File: src/rtl/glacial_mem_arb_if.sv
// Bus bundle for glacial_mem_arb: core port, host four-phase port and memory port.
// The arbiter takes the slave view; whatever drives the core/host and owns the RAM takes master.
interface glacial_mem_arb_if;
    logic [15:0] cpu_addr;
    logic        cpu_rd_en;
    logic        cpu_wr_en;
    logic [7:0]  cpu_wr_data;
    logic [7:0]  cpu_rd_data;

    logic        host_req;
    logic        host_we;
    logic [15:0] host_addr;
    logic [7:0]  host_wr_data;
    logic        host_ack;
    logic        host_err;
    logic [7:0]  host_rd_data;
    logic        host_busy;

    logic [15:0] mem_addr;
    logic        mem_rd_en;
    logic        mem_wr_en;
    logic [7:0]  mem_wr_data;
    logic [7:0]  mem_rd_data;

    modport slave (
        input  cpu_addr, cpu_rd_en, cpu_wr_en, cpu_wr_data,
        input  host_req, host_we, host_addr, host_wr_data,
        input  mem_rd_data,
        output cpu_rd_data,
        output host_ack, host_err, host_rd_data, host_busy,
        output mem_addr, mem_rd_en, mem_wr_en, mem_wr_data
    );

    modport master (
        output cpu_addr, cpu_rd_en, cpu_wr_en, cpu_wr_data,
        output host_req, host_we, host_addr, host_wr_data,
        output mem_rd_data,
        input  cpu_rd_data,
        input  host_ack, host_err, host_rd_data, host_busy,
        input  mem_addr, mem_rd_en, mem_wr_en, mem_wr_data
    );
endinterface

File: src/rtl/glacial_mem_arb.sv
// Single-port memory arbiter: the core always wins, the host steals idle core cycles.
// Define GLACIAL_ARB_STATS_EN to add the steal_count output (host accesses issued).
module glacial_mem_arb #(
    parameter int TIMEOUT = 64
) (
    input  logic               clk,
    input  logic               reset_n,
    glacial_mem_arb_if.slave   bus
`ifdef GLACIAL_ARB_STATS_EN
    ,
    output logic [15:0]        steal_count
`endif
);
    typedef enum logic [1:0] {IDLE, PEND, ISSUED, ACK} state_t;

    typedef struct packed {
        logic        we;
        logic [15:0] addr;
        logic [7:0]  wr_data;
    } host_req_t;

    state_t    state, state_nx;
    host_req_t req_q;
    logic      armed;
    logic [7:0] wait_cnt, wait_cnt_inc;
    logic      cpu_act, accept, host_issue, timed_out;

    assign cpu_act      = bus.cpu_rd_en | bus.cpu_wr_en;
    assign accept       = (state == IDLE) && bus.host_req && armed;
    assign host_issue   = (state == PEND) && !cpu_act;
    assign wait_cnt_inc = (wait_cnt == 8'hFF) ? wait_cnt : wait_cnt + 8'd1;
    // Give up once the incremented wait count hits TIMEOUT; zero means wait forever.
    assign timed_out    = (TIMEOUT != 0) && (state == PEND) && cpu_act &&
                          (int'(wait_cnt_inc) >= TIMEOUT);

    always_ff @(posedge clk or negedge reset_n) begin
        if (!reset_n) state <= IDLE;
        else          state <= state_nx;
    end

    always_comb begin
        state_nx = state;
        case (state)
            IDLE:    if (accept) state_nx = PEND;
            PEND:    if (!cpu_act) state_nx = ISSUED;
                     else if (timed_out) state_nx = ACK;
            ISSUED:  state_nx = ACK;
            ACK:     state_nx = IDLE;
            default: state_nx = IDLE;
        endcase
    end

    always_comb begin
        bus.mem_addr    = bus.cpu_addr;
        bus.mem_wr_data = bus.cpu_wr_data;
        bus.mem_rd_en   = bus.cpu_rd_en;
        bus.mem_wr_en   = bus.cpu_wr_en;
        if (host_issue) begin
            bus.mem_addr    = req_q.addr;
            bus.mem_wr_data = req_q.wr_data;
            bus.mem_rd_en   = ~req_q.we;
            bus.mem_wr_en   = req_q.we;
        end
    end

    assign bus.host_busy   = (state != IDLE);
    assign bus.cpu_rd_data = bus.mem_rd_data;

    // armed re-opens only after host_req has been seen low, so a held request fires once.
    always_ff @(posedge clk or negedge reset_n) begin
        if (!reset_n) begin
            armed    <= 1'b1;
            wait_cnt <= 8'd0;
            req_q    <= '0;
        end else begin
            if (!bus.host_req) armed <= 1'b1;
            else if (accept)   armed <= 1'b0;
            if (accept) begin
                req_q    <= '{we: bus.host_we, addr: bus.host_addr, wr_data: bus.host_wr_data};
                wait_cnt <= 8'd0;
            end else if ((state == PEND) && cpu_act) begin
                wait_cnt <= wait_cnt_inc;
            end
        end
    end

    always_ff @(posedge clk or negedge reset_n) begin
        if (!reset_n) begin
            bus.host_ack     <= 1'b0;
            bus.host_err     <= 1'b0;
            bus.host_rd_data <= 8'h00;
        end else begin
            bus.host_ack <= (state_nx == ACK);
            bus.host_err <= timed_out;
            if ((state == ISSUED) && !req_q.we) bus.host_rd_data <= bus.mem_rd_data;
        end
    end

`ifdef GLACIAL_ARB_STATS_EN
    always_ff @(posedge clk or negedge reset_n) begin
        if (!reset_n)        steal_count <= 16'd0;
        else if (host_issue) steal_count <= steal_count + 16'd1;
    end
`endif
endmodule

File: src/flat_wrapper.sv
// flat-port wrapper written by rule: the top's interface ports become plain ports
module glacial_mem_arb_flat 
#(
    parameter int TIMEOUT = 64
)
  (clk, reset_n, bus_cpu_addr, bus_cpu_rd_en, bus_cpu_wr_en, bus_cpu_wr_data, bus_host_req, bus_host_we, bus_host_addr, bus_host_wr_data, bus_mem_rd_data, bus_cpu_rd_data, bus_host_ack, bus_host_err, bus_host_rd_data, bus_host_busy, bus_mem_addr, bus_mem_rd_en, bus_mem_wr_en, bus_mem_wr_data);
  glacial_mem_arb_if bus_i ();
  input  logic clk;
  input  logic reset_n;
  input wire logic [$bits(bus_i.cpu_addr)-1:0] bus_cpu_addr;
  input wire logic [$bits(bus_i.cpu_rd_en)-1:0] bus_cpu_rd_en;
  input wire logic [$bits(bus_i.cpu_wr_en)-1:0] bus_cpu_wr_en;
  input wire logic [$bits(bus_i.cpu_wr_data)-1:0] bus_cpu_wr_data;
  input wire logic [$bits(bus_i.host_req)-1:0] bus_host_req;
  input wire logic [$bits(bus_i.host_we)-1:0] bus_host_we;
  input wire logic [$bits(bus_i.host_addr)-1:0] bus_host_addr;
  input wire logic [$bits(bus_i.host_wr_data)-1:0] bus_host_wr_data;
  input wire logic [$bits(bus_i.mem_rd_data)-1:0] bus_mem_rd_data;
  output wire logic [$bits(bus_i.cpu_rd_data)-1:0] bus_cpu_rd_data;
  output wire logic [$bits(bus_i.host_ack)-1:0] bus_host_ack;
  output wire logic [$bits(bus_i.host_err)-1:0] bus_host_err;
  output wire logic [$bits(bus_i.host_rd_data)-1:0] bus_host_rd_data;
  output wire logic [$bits(bus_i.host_busy)-1:0] bus_host_busy;
  output wire logic [$bits(bus_i.mem_addr)-1:0] bus_mem_addr;
  output wire logic [$bits(bus_i.mem_rd_en)-1:0] bus_mem_rd_en;
  output wire logic [$bits(bus_i.mem_wr_en)-1:0] bus_mem_wr_en;
  output wire logic [$bits(bus_i.mem_wr_data)-1:0] bus_mem_wr_data;
  assign bus_i.cpu_addr = bus_cpu_addr;
  assign bus_i.cpu_rd_en = bus_cpu_rd_en;
  assign bus_i.cpu_wr_en = bus_cpu_wr_en;
  assign bus_i.cpu_wr_data = bus_cpu_wr_data;
  assign bus_i.host_req = bus_host_req;
  assign bus_i.host_we = bus_host_we;
  assign bus_i.host_addr = bus_host_addr;
  assign bus_i.host_wr_data = bus_host_wr_data;
  assign bus_i.mem_rd_data = bus_mem_rd_data;
  assign bus_cpu_rd_data = bus_i.cpu_rd_data;
  assign bus_host_ack = bus_i.host_ack;
  assign bus_host_err = bus_i.host_err;
  assign bus_host_rd_data = bus_i.host_rd_data;
  assign bus_host_busy = bus_i.host_busy;
  assign bus_mem_addr = bus_i.mem_addr;
  assign bus_mem_rd_en = bus_i.mem_rd_en;
  assign bus_mem_wr_en = bus_i.mem_wr_en;
  assign bus_mem_wr_data = bus_i.mem_wr_data;
  glacial_mem_arb #(.TIMEOUT(TIMEOUT)) u_core (.clk(clk), .reset_n(reset_n), .bus(bus_i));
endmodule
File: config.mk
export PLATFORM = sky130hd
export DESIGN_NAME = glacial_mem_arb_flat
export DESIGN_NICKNAME = d
export VERILOG_FILES = /design/src/rtl/glacial_mem_arb_if.sv /design/src/rtl/glacial_mem_arb.sv /design/src/flat_wrapper.sv
export SDC_FILE = /design/constraint.sdc
export NUM_CORES = 1
export LEC_CHECK = 0
export ABC_AREA = 0
export CORE_ASPECT_RATIO = 1.5
export CORE_MARGIN = 4
export CORE_UTILIZATION = 37
export DETAILED_ROUTE_END_ITERATION = 7
export GPL_TIMING_DRIVEN = 1
export PLACE_DENSITY = 0.77
export RECOVER_POWER = 25
export REMOVE_ABC_BUFFERS = 1
export SYNTH_ARGS = -nofsm -noshare
export SYNTH_HDL_FRONTEND = slang
export SYNTH_SLANG_ARGS = --single-unit
File: constraint.sdc
create_clock -name clk -period 1.6 [get_ports clk]
set_input_delay 0.32 -clock clk [delete_from_list [all_inputs] [get_ports clk]]
set_output_delay 0.32 -clock clk [all_outputs]
set_load 0.02 [all_outputs]
==> flow_summary.ini <==
[yosys]
share_of_the_yosys_chip_area_belonging_to_registers = 0.515
synthesis.area_per_instance_um2 = 9.89
post-synth-top-area-fraction = 0.504
ys_types = 33
ys.warnings.count = 0
synth_area_leaders = sky130_fd_sc_hd__dfrtp_1 50%, sky130_fd_sc_hd__mux2_2 16%, sky130_fd_sc_hd__nand2_1 14%, sky130_fd_sc_hd__buf_4 3.4%, sky130_fd_sc_hd__nor2_1 1.3%
synth_most_common_cell = sky130_fd_sc_hd__nand2_1
instance_count_of_the_mapped_netlist = 226
yosys_most_used_dff = sky130_fd_sc_hd__dfrtp_1
most_numerous_cell_types_in_the_synthesized_netlist = 81 x sky130_fd_sc_hd__nand2_1, 45 x sky130_fd_sc_hd__dfrtp_1, 32 x sky130_fd_sc_hd__mux2_2
mapped_cell_area_mm2 = 0.00224
yosysTopAreaCell = sky130_fd_sc_hd__dfrtp_1
ys_ff_latch = 46
synth-edff-count = 0
synth_async_sr_flop_share = 1.00

[floorplan]
floorplan.die.width_um = 71.5
initial_core_util = 0.384
design.die.area_mm2 = 0.00738
placeableCoreArea_mm2 = 0.00583
ioPinCount = 107
fp-row-count = 34
dieHeight_um = 103

[power]
p_leak_uw = 0.00179
vdd_drop_max_mv = 0.963
power_density_mw_per_mm2 = 1430
power_uw = 5150

[setup_path]
timing.critical_path.cells = and2b_2 > nand2_4 > buf_12 > mux2_2 > buf_2
critPathCaptureType = primary output
worstPathMaxFanout = 11
timing.critical_path.arrival_ns = 1.67
critical-path-top-delay-family = flip-flops
critical_path.n_buffers_inverters = 2
cpPeakStageDelay_ns = 0.39
timing.critical_path.from_type = flop
type_of_the_worst_setup_path = reg -> out
crit_path_max_delay_cell_type = sky130_fd_sc_hd__dfrtp_1
timing.critical_path.required_ns = 1.28

[timing]
fmax_ghz = 0.503
finClkSkew_ns = 0.00683
slew_violations = 0
postLayoutSetupSlackWorst_ns = -0.389
setup_viol_count_final = 27
finalCriticalPeriod_ns = 1.99
grt_setup_unrepaired = true
final-hold-violation-count = 0
slew_limit_headroom = 0.388
fin_crit_sh = 1.24
tightest_slew_ns = 0.918

[cells_and_area]
num-nets-final = 409
multi_input_area_mm2 = 0.00103
final_util = 0.618
antenna_cells = 0
post_route_cells_drive_above_1_share = 0.291
layout-area-overhead-vs-synth_pct = 61.1
fillerInstances = 511
seq_area_mm2 = 0.00115

[routing]
route.vias.total = 2022
wire_per_inst_um = 14.7
count_of_routing_violations_after_the_opening_detailed_route_iteration = 88
routed_via_density = 4.83
wl_um = 6170
antenna_violating_nets_post_route = 0
dr.pass1.iters = 4
post-route-drc-count = 0

[placed_design]
io_buffers = 106
final_hpwl_dp_um = 4540
routabilityCongestion = 0.858

[flow_run]
drv_cap = 0

[cts]
clkSinkCount = 46
total_clock_buffers_created_by_cts = 5
clk_transition_reported_paths_ns = 0.08
tritoncts = yes
htree_levels = 2
cts.path.max_buffers = 2
clockRootBuffer = sky130_fd_sc_hd__clkbuf_8
clkLatencyLatePin_ns = 0.29

[global_route]
antenna_found_initial = 0
grt_usage = 0.170
global_route_wire_length_before_repair_um = 9940
grt_start_max_net_pins = 32
grt_overflow_total = 0
number_of_global_route_vias_before_repair = 2107

[hold_path]
holdCritPathClass = reg -> reg

[run_status]
violated_checks = setup timing
status = finished with violations
-- what timing repair did --
item / CTS / global route
gates cloned: 1 / 0
endpoints found under the setup margin: 35 / 36
endpoints found under the hold margin: 14 / 0
hold buffers: 1 / 0
buffers inserted: 5 / 2
pin swaps: 2 / 0
gates resized for setup: 133 / 29
-- cell families after synthesis --
family / share of synthesized area
buffers and inverters: 0.0487
xor gates and xnor gates: 0.00392
DFF: 0.515
muxes: 0.166
and+or+nand+nor: 0.203
adders and majority gates: 0.00560
AOI/OAI and AO/OA: 0.0582
-- where the power goes --
part | internal [uW] | total, uW | switching, uW
combinational | 1260 | 2540 | 1280
clock | 307 | 691 | 384
sequential | 1650 | 1920 | 270
total | 3220 | 5150 | 1930
-- registers in the layout, summed over array words and instances, names as in the netlist --
register	count
u_core.req_q	25
u_core.bus.host_rd_data	8
u_core.wait_cnt	8
u_core.state	2
u_core.armed	1
u_core.bus.host_ack	1
u_core.bus.host_err	1
-- stage by stage --
stage	setup WS [ns]	TNS, ns	std cells	area [um^2]	hold slack (ns)
finish	-0.389	-9.23	419	3600	0.475
detailed placement	-0.783	-21.96	406	3480	0.274
CTS	-0.473	-10.59	420	3550	0.470
floorplan	-0.104	-2.55	210	2130	0.0244
global route	-0.444	-12.06	419	3600	0.515
global placement	-0.743	-20.94	406	3480	0.266
-- worst paths after layout --
check	from	to	slack (ns)	cells after the start
setup / recovery	u_core.state[0]	bus_mem_addr[5]	-0.39	5
hold / removal	u_core.armed	u_core.armed	0.48	2
setup reg to reg	u_core.state[0]	u_core.wait_cnt[4]	0.09	7
hold reg to reg	u_core.armed	u_core.armed	0.48	2
max in group asynchronous	reset_n	u_core.wait_cnt[0]	0.16	3
min in group asynchronous	reset_n	u_core.bus.host_err	0.67	2
-- final cells by class --
class,instances,share of cell area
Tap cell,72,0.0250
Inverter,2,0.00208
Sequential cell,46,0.320
Timing Repair Buffer,129,0.341
Clock buffer,5,0.0191
Multi-Input combinational cell,162,0.287
Clock inverter,3,0.00591
-- cells in the final DEF (no fill, tap or decap), drive strengths merged, types with 2 or more instances in the layout --
cell | Yosys | routed
nand2 | 82 | 82
clkinv | 0 | 2
nand4 | 2 | 2
clkbuf | 3 | 6
buf | 13 | 49
a31o | 2 | 2
nor3 | 2 | 2
nand3 | 5 | 5
o31ai | 2 | 2
clkdlybuf4s50 | 0 | 60
a21oi | 4 | 4
inv | 2 | 2
nand2b | 2 | 2
dlymetal6s2s | 0 | 8
o211ai | 4 | 4
o21ai | 2 | 2
nor2 | 9 | 9
dfrtp | 45 | 45
dlygate4sd2 | 0 | 10
and3 | 3 | 3
mux2 | 32 | 32
-- layer usage --
metal / wire length, um / GRT usage / part of all wire / vias up
li1: - / - / - / 991
met1: 2370 / 0.194 / 0.38 / 948
met2: 3230 / 0.309 / 0.52 / 77
met3: 488 / 0.0445 / 0.079 / 6
met4: 74 / 0.0564 / 0.012 / 0
met5: 0 / 0 / 0 / -
-- worst reg2reg max path, delay by kind of cell (launching register included) --
kind	cells	cell delay, ns
DFF	1	0.39
buffers and inverters	3	0.45
and+or+nand+nor	2	0.35
AOI/OAI and AO/OA	2	0.20
(Power assumes the default switching activity.)
